--- config.mk ---
export PLATFORM = sky130hd
export DESIGN_NAME = vga_map_write_arbiter
export DESIGN_NICKNAME = d
export VERILOG_FILES = /design/src/rtl/vga_map_pkg.sv /design/src/rtl/vga_clear_sweeper.sv /design/src/rtl/vga_map_write_arbiter.sv
export SDC_FILE = /design/constraint.sdc
export NUM_CORES = 1
export LEC_CHECK = 0
export BUFFER_PORTS_ARGS = -buffer_cell sky130_fd_sc_hd__buf_4
export CAP_MARGIN = 10
export CORE_ASPECT_RATIO = 2
export CORE_MARGIN = 8
export CORE_UTILIZATION = 50
export CTS_CLUSTER_DIAMETER = 30
export DETAILED_ROUTE_END_ITERATION = 8
export PLACE_DENSITY = 0.78
export SETUP_SLACK_MARGIN = 0.4
export SKIP_LAST_GASP = 1
export SYNTH_ARGS = -nofsm -noshare
export SYNTH_HDL_FRONTEND = slang
export SYNTH_SLANG_ARGS = --single-unit
--- constraint.sdc ---
create_clock -name clk -period 6.1 [get_ports clk]
set_input_delay 1.22 -clock clk [delete_from_list [all_inputs] [get_ports clk]]
set_output_delay 1.22 -clock clk [all_outputs]
set_load 0.02 [all_outputs]
--- src/rtl/vga_map_pkg.sv ---
// Shared constants and encodings for the VGA map write path.
package vga_map_pkg;

    localparam int ADDR_W     = 19;
    localparam int DATA_W     = 8;
    localparam int RF_DEPTH   = 307200;
    localparam int DISP_DEPTH = 110592;

    typedef enum logic {
        ST_CLEAR = 1'b0,
        ST_RUN   = 1'b1
    } state_e;

    typedef enum logic {
        MODE_RF   = 1'b0,
        MODE_DISP = 1'b1
    } mode_e;

endpackage

--- src/rtl/vga_clear_sweeper.sv ---
// Clear-sweep address counter: walks 0..depth-1 once per sweep, restartable at any time.
module vga_clear_sweeper #(
    parameter int ADDR_W = vga_map_pkg::ADDR_W
) (
    input  logic              clk,
    input  logic              reset_n,
    input  logic              restart_i,
    input  logic              advance_i,
    input  logic [ADDR_W-1:0] depth_i,
    output logic [ADDR_W-1:0] addr_o,
    output logic              last_o,
    output logic              done_o
);
    import vga_map_pkg::*;

    logic [ADDR_W-1:0] addr_q, addr_d;

    assign last_o = (addr_q == depth_i - ADDR_W'(1));
    assign done_o = advance_i & last_o;
    assign addr_o = addr_q;

    always_comb begin
        addr_d = addr_q;
        if (restart_i) begin
            addr_d = '0;
        end else if (advance_i) begin
            addr_d = last_o ? '0 : addr_q + ADDR_W'(1);
        end
    end

    always_ff @(posedge clk or negedge reset_n) begin
        if (!reset_n) begin
            addr_q <= '0;
        end else begin
            addr_q <= addr_d;
        end
    end

endmodule

--- src/rtl/vga_map_write_arbiter.sv ---
// Single owner of the VGA map BRAM write port: arbitrates rangefinder/disparity writers and
// sweeps the map clean after reset, mode change or clear request.
module vga_map_write_arbiter #(
    parameter int                          ADDR_W     = vga_map_pkg::ADDR_W,
    parameter int                          DATA_W     = vga_map_pkg::DATA_W,
    parameter int                          RF_DEPTH   = vga_map_pkg::RF_DEPTH,
    parameter int                          DISP_DEPTH = vga_map_pkg::DISP_DEPTH,
    parameter logic [vga_map_pkg::DATA_W-1:0] RF_CLR  = '0,
    parameter logic [vga_map_pkg::DATA_W-1:0] DISP_CLR = '0
) (
    input  logic              clk,
    input  logic              reset_n,
    input  logic              mode,
    input  logic              clear_req,
    input  logic              rf_valid,
    input  logic [ADDR_W-1:0] rf_addr,
    input  logic [DATA_W-1:0] rf_data,
    output logic              rf_ready,
    input  logic              disp_valid,
    input  logic [ADDR_W-1:0] disp_addr,
    input  logic [DATA_W-1:0] disp_data,
    output logic              disp_ready,
    output logic [ADDR_W-1:0] bram_waddr,
    output logic [DATA_W-1:0] bram_dina,
    output logic              bram_ena,
    output logic              bram_wea,
    output logic              busy,
    output logic              clear_done,
    output logic [7:0]        drop_cnt
);
    import vga_map_pkg::*;

    localparam logic [ADDR_W-1:0] RF_DEPTH_A   = ADDR_W'(RF_DEPTH);
    localparam logic [ADDR_W-1:0] DISP_DEPTH_A = ADDR_W'(DISP_DEPTH);

    state_e            state_q, state_d;
    mode_e             mode_q;
    logic              mode_m_q, mode_s_q;
    logic              mode_chg, restart;
    logic [ADDR_W-1:0] depth;
    logic [DATA_W-1:0] clr_val;
    logic [ADDR_W-1:0] sweep_addr;
    logic              sweep_last, sweep_done, sweep_adv;
    logic              own_valid;
    logic [ADDR_W-1:0] own_addr;
    logic [DATA_W-1:0] own_data;
    logic              wea_d, drop_inc;
    logic [ADDR_W-1:0] waddr_d, waddr_q;
    logic [DATA_W-1:0] dina_d, dina_q;
    logic              wea_q, busy_q, done_q;
    logic [7:0]        drop_q;

    assign depth     = (mode_q == MODE_DISP) ? DISP_DEPTH_A : RF_DEPTH_A;
    assign clr_val   = (mode_q == MODE_DISP) ? DISP_CLR : RF_CLR;
    assign own_valid = (mode_q == MODE_DISP) ? disp_valid : rf_valid;
    assign own_addr  = (mode_q == MODE_DISP) ? disp_addr : rf_addr;
    assign own_data  = (mode_q == MODE_DISP) ? disp_data : rf_data;
    assign mode_chg  = (mode_s_q != mode_q);
    assign restart   = mode_chg | clear_req;

    // The mode switch is a raw, bouncy, asynchronous input.
    always_ff @(posedge clk or negedge reset_n) begin
        if (!reset_n) begin
            mode_m_q <= 1'b0;
            mode_s_q <= 1'b0;
        end else begin
            mode_m_q <= mode;
            mode_s_q <= mode_m_q;
        end
    end

    always_ff @(posedge clk or negedge reset_n) begin
        if (!reset_n) begin
            state_q <= ST_CLEAR;
            mode_q  <= MODE_RF;
        end else begin
            state_q <= state_d;
            if (mode_chg) mode_q <= mode_e'(mode_s_q);
        end
    end

    always_comb begin
        state_d = state_q;
        if (restart) begin
            state_d = ST_CLEAR;
        end else if (state_q == ST_CLEAR && sweep_last) begin
            state_d = ST_RUN;
        end
    end

    // A restart cycle issues nothing and accepts nothing; the sweep begins on the next cycle.
    always_comb begin
        rf_ready   = 1'b0;
        disp_ready = 1'b0;
        wea_d      = 1'b0;
        waddr_d    = waddr_q;
        dina_d     = dina_q;
        drop_inc   = 1'b0;
        sweep_adv  = 1'b0;
        if (!restart) begin
            case (state_q)
                ST_CLEAR: begin
                    wea_d     = 1'b1;
                    waddr_d   = sweep_addr;
                    dina_d    = clr_val;
                    sweep_adv = 1'b1;
                end
                ST_RUN: begin
                    rf_ready   = 1'b1;
                    disp_ready = 1'b1;
                    if (own_valid) begin
                        if (own_addr < depth) begin
                            wea_d   = 1'b1;
                            waddr_d = own_addr;
                            dina_d  = own_data;
                        end else begin
                            drop_inc = 1'b1;
                        end
                    end
                end
                default: ;
            endcase
        end
    end

    vga_clear_sweeper #(
        .ADDR_W (ADDR_W)
    ) u_sweeper (
        .clk       (clk),
        .reset_n   (reset_n),
        .restart_i (restart),
        .advance_i (sweep_adv),
        .depth_i   (depth),
        .addr_o    (sweep_addr),
        .last_o    (sweep_last),
        .done_o    (sweep_done)
    );

    always_ff @(posedge clk or negedge reset_n) begin
        if (!reset_n) begin
            wea_q   <= 1'b0;
            waddr_q <= '0;
            dina_q  <= '0;
            busy_q  <= 1'b0;
            done_q  <= 1'b0;
            drop_q  <= '0;
        end else begin
            wea_q   <= wea_d;
            waddr_q <= waddr_d;
            dina_q  <= dina_d;
            busy_q  <= (state_d == ST_CLEAR);
            done_q  <= sweep_done;
            if (drop_inc && drop_q != 8'hFF) drop_q <= drop_q + 8'd1;
        end
    end

    assign bram_waddr = waddr_q;
    assign bram_dina  = dina_q;
    assign bram_wea   = wea_q;
    assign bram_ena   = wea_q;
    assign busy       = busy_q;
    assign clear_done = done_q;
    assign drop_cnt   = drop_q;

endmodule

==> run metrics, run 1 <==
top sig layer=met4; TritonCTS Sinks=61; Setup crit end kind=primary output; Root Driver=clkbuf_16; Max-cap violations=0; vias in the first global route=3222; GRT Total Usage=between 15 and 20%; via/cell ratio=5.83; final worst slack=2.46 ns; slew margin rel.=29.7%; met2 WL post-DR=4430 um; initial core utilization=51.0%; Die Area=0.00968 sq mm; Static Leak=2.15 nW; PortBufs=100; area of the core=around 0.0065 sq mm; WL met1=between 3000 and 4000 um; gpl congestion=a little over 0.9; Worst EP arrival=2.42 ns; top_reg_cell synth=dfrtp_1; setup TNS=0 ns; first-pass GRT wire length=about 15000 um; dpl ws=roughly 2.4 ns; antenna violations before repair=0; Synth async-reset ratio=100%; Final Cycle Share=about three fifths; Total Wirelength=8870 um; Worst EP required=roughly 5 ns; Final HPWL DP=approximately 6600 um; status=complete, no violations; ratio of cells with drive above 1 in the final layout=34.1%; peak supply drop=roughly 0.00019 V; Clk pin slew, worst setup/hold paths=0.05 ns; Final min period=3.64 ns; met3 wire len=620 um; detailed-route wire length per cell=17.3 um; post-synth top area cell=dfrtp_1; most frequent cells in the layout=101 x buf_4, 60 x dfrtp_1, 27 x mux2i_1; pwr dens=about 240 mW/mm^2; FP Rows=42; IO Count=101; Synth Instances=329; H-tree depth=3; 1st-pass router iterations=4; Post-Synth Adder-Cell Area=1.13%; Post-Synthesis Net Count=392; Fin Clk Skew=0.00491 ns; DRC Markers=0; Synth Area in Simple Gates=16.2%; mux cell area share after synthesis=14.9%; # diodes=0; most common cell after layout, fill and taps aside=buf_4; Hold Crit Class=reg -> reg; Worst-Margin Slew=1.05 ns; post-synthesis sequential area ratio=a little under half; largest family of logic cells by synthesized area=simple AND/OR/NAND/NOR gates; Synth cell types=51; CTS Buf Count=9; Yosys warnings=0; Final Max Slew Viols=0; Chip Height=131 um; post-synthesis compound-gate area fraction=roughly 16%; die width=around 74 um; area share of the largest cell type after synthesis=45.9%; post-cts hold buffer count=0; syn avg cell area=10.1 sq um; vias=2992; max frequency=275 MHz; Critical Setup Path Class=reg -> out; Post-synth EDFFs=0; register bit total from synthesis=61; post_cts resized=0; Layout Cells excl Fill=around 510; RSZ-0062 raised after global routing=false; pin count of the biggest net entering global routing=62; Placed Instance Area=0.00410 sq mm; postcts setup bufs=0; design area=roughly 0.0044 sq mm; Area Growth Syn to Fin=33.2%; Initial DRC Count=241; Post-Synth XOR/XNOR Area=2.63%; fin nets=between 400 and 500; Max FO, Critical Path=39; # setup viols final=0; global route total overflow=0; Final Hold Vio Count=0; Synth Cell Area=0.00333 sq mm; top cells by area, synth=dfrtp_1 46%, mux2i_1 8.1%, mux2_2 6.4%, nor2_1 2.9%, a21oi_1 2.9%; CTS tree=done; Final ANT Viol Nets=0; startpoint types=flip-flop; dpl cells=497; Clk Latency, worst-skew pair=approximately 0.33 ns; CTS Buffer Depth=2
## sequential cells by signal, indices dropped and copies added, names as in the netlist
register,cells
bram_ena,1
state_q,1
busy,1
clear_done,1
bram_dina,8
mode_q,1
mode_m_q,1
u_sweeper.addr_o,19
bram_waddr,19
mode_s_q,1
drop_cnt,8
## per-stage QoR
stage / total power [mW] / hold slack [ns] / util [%]
2_1_floorplan: 0.472 / 0.331 / -
3_3_place_gp: 0.521 / 0.333 / 63.0
3_5_place_dp: 0.524 / 0.357 / 63.0
4_1_cts: 1.08 / 0.372 / 68.0
5_1_grt: 1.10 / 0.377 / 68.0
6_report: 1.07 / 0.374 / 68.0
## metal layers
metal / up-vias / track usage [%]
met5: - / 0
met4: 0 / 8.97
met3: 18 / 5.72
met2: 125 / 30.5
met1: 1447 / 23.3
li1: 1402 / -
## critical path: stages, from the launching register on
cell	delay [ns]
dfrtp_2	0.97
xnor2_1	0.23
and2_1	0.19
nand2_1	0.11
inv_1	0.37
buf_4	0.22
## area by class of cell
cell class	count	area (sq um)
multi-input cells	239	1680
inverters	8	30.0
flip-flops and latches	61	1530
repair buffers	101	758
clock buffers	12	256
well taps	88	110
clock inverters	4	70.1
fillers	547	2090
## final timing paths
path                               start            end  slack [ns]  cells after the start
worst max-delay path              mode_q       rf_ready        2.46                      5
min in group asynchronous        reset_n   bram_dina[7]        0.97                      1
worst min-delay path            mode_m_q       mode_s_q        0.37                      0
max in group asynchronous        reset_n         mode_q        4.61                      1
worst max register to register    mode_q  bram_waddr[4]        2.65                      6
worst min register to register  mode_m_q       mode_s_q        0.37                      0
## cell families after synthesis
kind of cell / after synthesis
mux: 47
buf+inv: 29
simple gates: 106
xor+xnor: 10
flops: 61
compound gates: 73
fa+ha+maj: 3
## cell usage after synthesis (2+ instances only)
cell type,instances
o311ai_0,3
mux2_2,19
a21oi_1,19
nor2_1,26
xnor2_1,9
o41ai_1,8
o21ai_0,8
nor4_1,4
nand2b_1,3
a31oi_1,2
nand3_1,11
and3_1,5
inv_1,7
dfrtp_1,61
nand2_1,21
ha_1,3
clkbuf_1,12
or3_1,6
a21oi_2,3
nor4b_1,2
nor3_1,9
a31o_2,2
buf_4,2
nand4_1,11
and2_1,2
mux2i_1,27
buf_2,7
a21o_1,6
o211ai_1,9
## power breakdown
group	switching, mW	leakage, nW	internal (mW)
registers	0.00872	0.836	0.410
logic	0.0488	1.15	0.0487
clock network	0.175	0.163	0.378
total	0.232	2.15	0.837
Note: power is estimated with default switching activity, not from simulation.
==> run 2: changes to the inputs <==
==> constraint.sdc (replaced) <==
create_clock -name clk -period 3.47 [get_ports clk]
set_input_delay 0.694 -clock clk [delete_from_list [all_inputs] [get_ports clk]]
set_output_delay 0.694 -clock clk [all_outputs]
set_load 0.02 [all_outputs]
==> run 2 against run 1 <==
Effect of this change:
- global-route usage grew 0.13 points
- critical path type unchanged
- non-clock buffer count grew 3
- sequential power grew 75%
- highest routed layer unchanged
- largest power group unchanged
- critical endpoint is now disp_ready
==> run metrics, run 2 (synthesized netlist as in run 1, its figures left out) <==
status=complete, no violations; area of the core=0.00652 sq mm; Worst EP arrival=2.23 ns; design area=0.00443 sq mm; Fin Clk Skew=0.00372 ns; Clk pin slew, worst setup/hold paths=0.05 ns; final worst slack=0.546 ns; Initial DRC Count=257; CTS tree=done; R2R setup slack=0.75 ns; # diodes=0; TritonCTS Sinks=61; R2R depth=7; DRC Markers=0; ratio of cells with drive above 1 in the final layout=34.6%; detailed-route wire length per cell=~18 um; vias=2991; Final ANT Viol Nets=0; Final Cycle Share=84.3%; max frequency=342 MHz; Slowest cell on crit path=dfrtp_2; Worst-Margin Slew=approximately 1.1 ns; vias in the first global route=3161; hold path depth=0; Placed Instance Area=0.00413 sq mm; fin nets=486; die width=73.7 um; 1st-pass router iterations=5; fillers=562; PortBufs=100; Worst R2R End=bram_waddr[5]; gpl congestion=0.863; most frequent cells in the layout=104 x buf_4, 60 x dfrtp_1, 27 x mux2i_1; Worst EP required=2.78 ns; IO Count=101; Hold Crit Class=reg -> reg; Critical Setup Path Class=reg -> out; Worst Hold End=mode_s_q; slew margin rel.=26.6%; initial core utilization=51.0%; pin count of the biggest net entering global routing=between 60 and 70; Max-cap violations=0; Final Max Slew Viols=0; peak supply drop=just under 0.0003 V; Max FO, Critical Path=23; post-cts hold buffer count=0; launching point of the worst reg2reg path=mode_q; RSZ-0062 raised after global routing=false; antenna violations before repair=0; Chip Height=131 um; Clk Latency, worst-skew pair=0.33 ns; H-tree depth=3; global route total overflow=0; hold wc startpoint=mode_m_q; Final Hold Vio Count=0; Final min period=2.92 ns; Setup crit end kind=primary output; startpoint types=flip-flop; # setup viols final=0; Final HPWL DP=6610 um; GRT Total Usage=a little under 20%; Root Driver=clkbuf_16; CP top delay family=flip-flops; Crit path depth=5; setup TNS=0 ns; dpl ws=just under 0.6 ns; most common cell after layout, fill and taps aside=buf_4; Static Leak=2.13 nW; CTS Buf Count=9; Worst Path Buf+Inv=2; FP Rows=42; pwr dens=406 mW/mm^2; Critical Path, Cell by Cell=xnor2_1 -> and2_1 -> nand2_1 -> clkinvlp_4 -> buf_4; first-pass GRT wire length=15200 um; Total Wirelength=9100 um; CTS Buffer Depth=2; Area Growth Syn to Fin=33.3%; via/cell ratio=5.80; Die Area=around 0.0097 sq mm; largest stage delay on the critical path=roughly 0.7 ns
==> run 2: cell types whose count changed in the layout (fill, tap and decap cells not counted), sizes merged <==
cell	previous run	this run
buf	101	104
bufinv	2	1
clkinvlp	0	2
inv	7	6
==> run 2: how the worst max path moves through the flow <==
| stage | startpoint | end | slack, ns |
|---|---|---|---|
| 3_5_place_dp | mode_q | bram_waddr[3] | 0.58 |
| 6_report | mode_q | disp_ready | 0.55 |
| 5_1_grt | mode_q | rf_ready | 0.44 |
| 4_1_cts | mode_q | disp_ready | 0.49 |
| 2_1_floorplan | mode_q | bram_waddr[10] | 1.02 |
| 3_3_place_gp | mode_q | bram_waddr[3] | 0.69 |
==> run 2: metrics by stage <==
stage	instances	power, mW	hold slack, ns	util, %
after floorplan	329	0.830	0.331	-
after global placement	500	0.920	0.333	63.3
after global routing	516	1.85	0.366	68.0
after CTS	516	1.81	0.353	67.8
after detailed placement	500	0.925	0.341	63.3
final	516	1.80	0.353	68.0
==> run 2: report_power, final <==
part	total [mW]	leakage (nW)	switching (mW)	internal (mW)
clock	0.884	0.143	0.311	0.573
combinational	0.184	1.15	0.0949	0.0890
sequential	0.732	0.836	0.0113	0.720
==> run 2: timing repair <==
action                                 CTS  global route
resized for setup                        0             2
setup buffers                            0             0
setup endpoints to repair                0             3
endpoints found under the hold margin    0             0
==> run 2: worst register-to-register path, stage by stage (launching register included) <==
cell	delay, ns
dfrtp_2	0.70
mux2_2	0.43
ha_1	0.28
nor2_1	0.24
a21oi_4	0.14
o21ai_2	0.14
buf_4	0.29
mux2_2	0.39
==> run 2: routing by layer <==
metal / vias to the layer above / track usage, % / wire [um]
met2: 135 / 29.2 / 4430
li1: 1416 / - / -
met4: 0 / 7.40 / 163
met5: - / 0 / 0
met1: 1425 / 25.1 / 3770
met3: 15 / 6.55 / 734
==> run 2: cell type report <==
cell class | instances | area (sq um) | area share, %
inverter | 8 | 33.8 | 0.762
multi-input combinational | 239 | 1690 | 38.0
timing repair buffer | 104 | 781 | 17.6
sequential | 61 | 1530 | 34.5
clock inverter | 4 | 47.5 | 1.07
clock buffer | 12 | 246 | 5.56
tap | 88 | 110 | 2.48
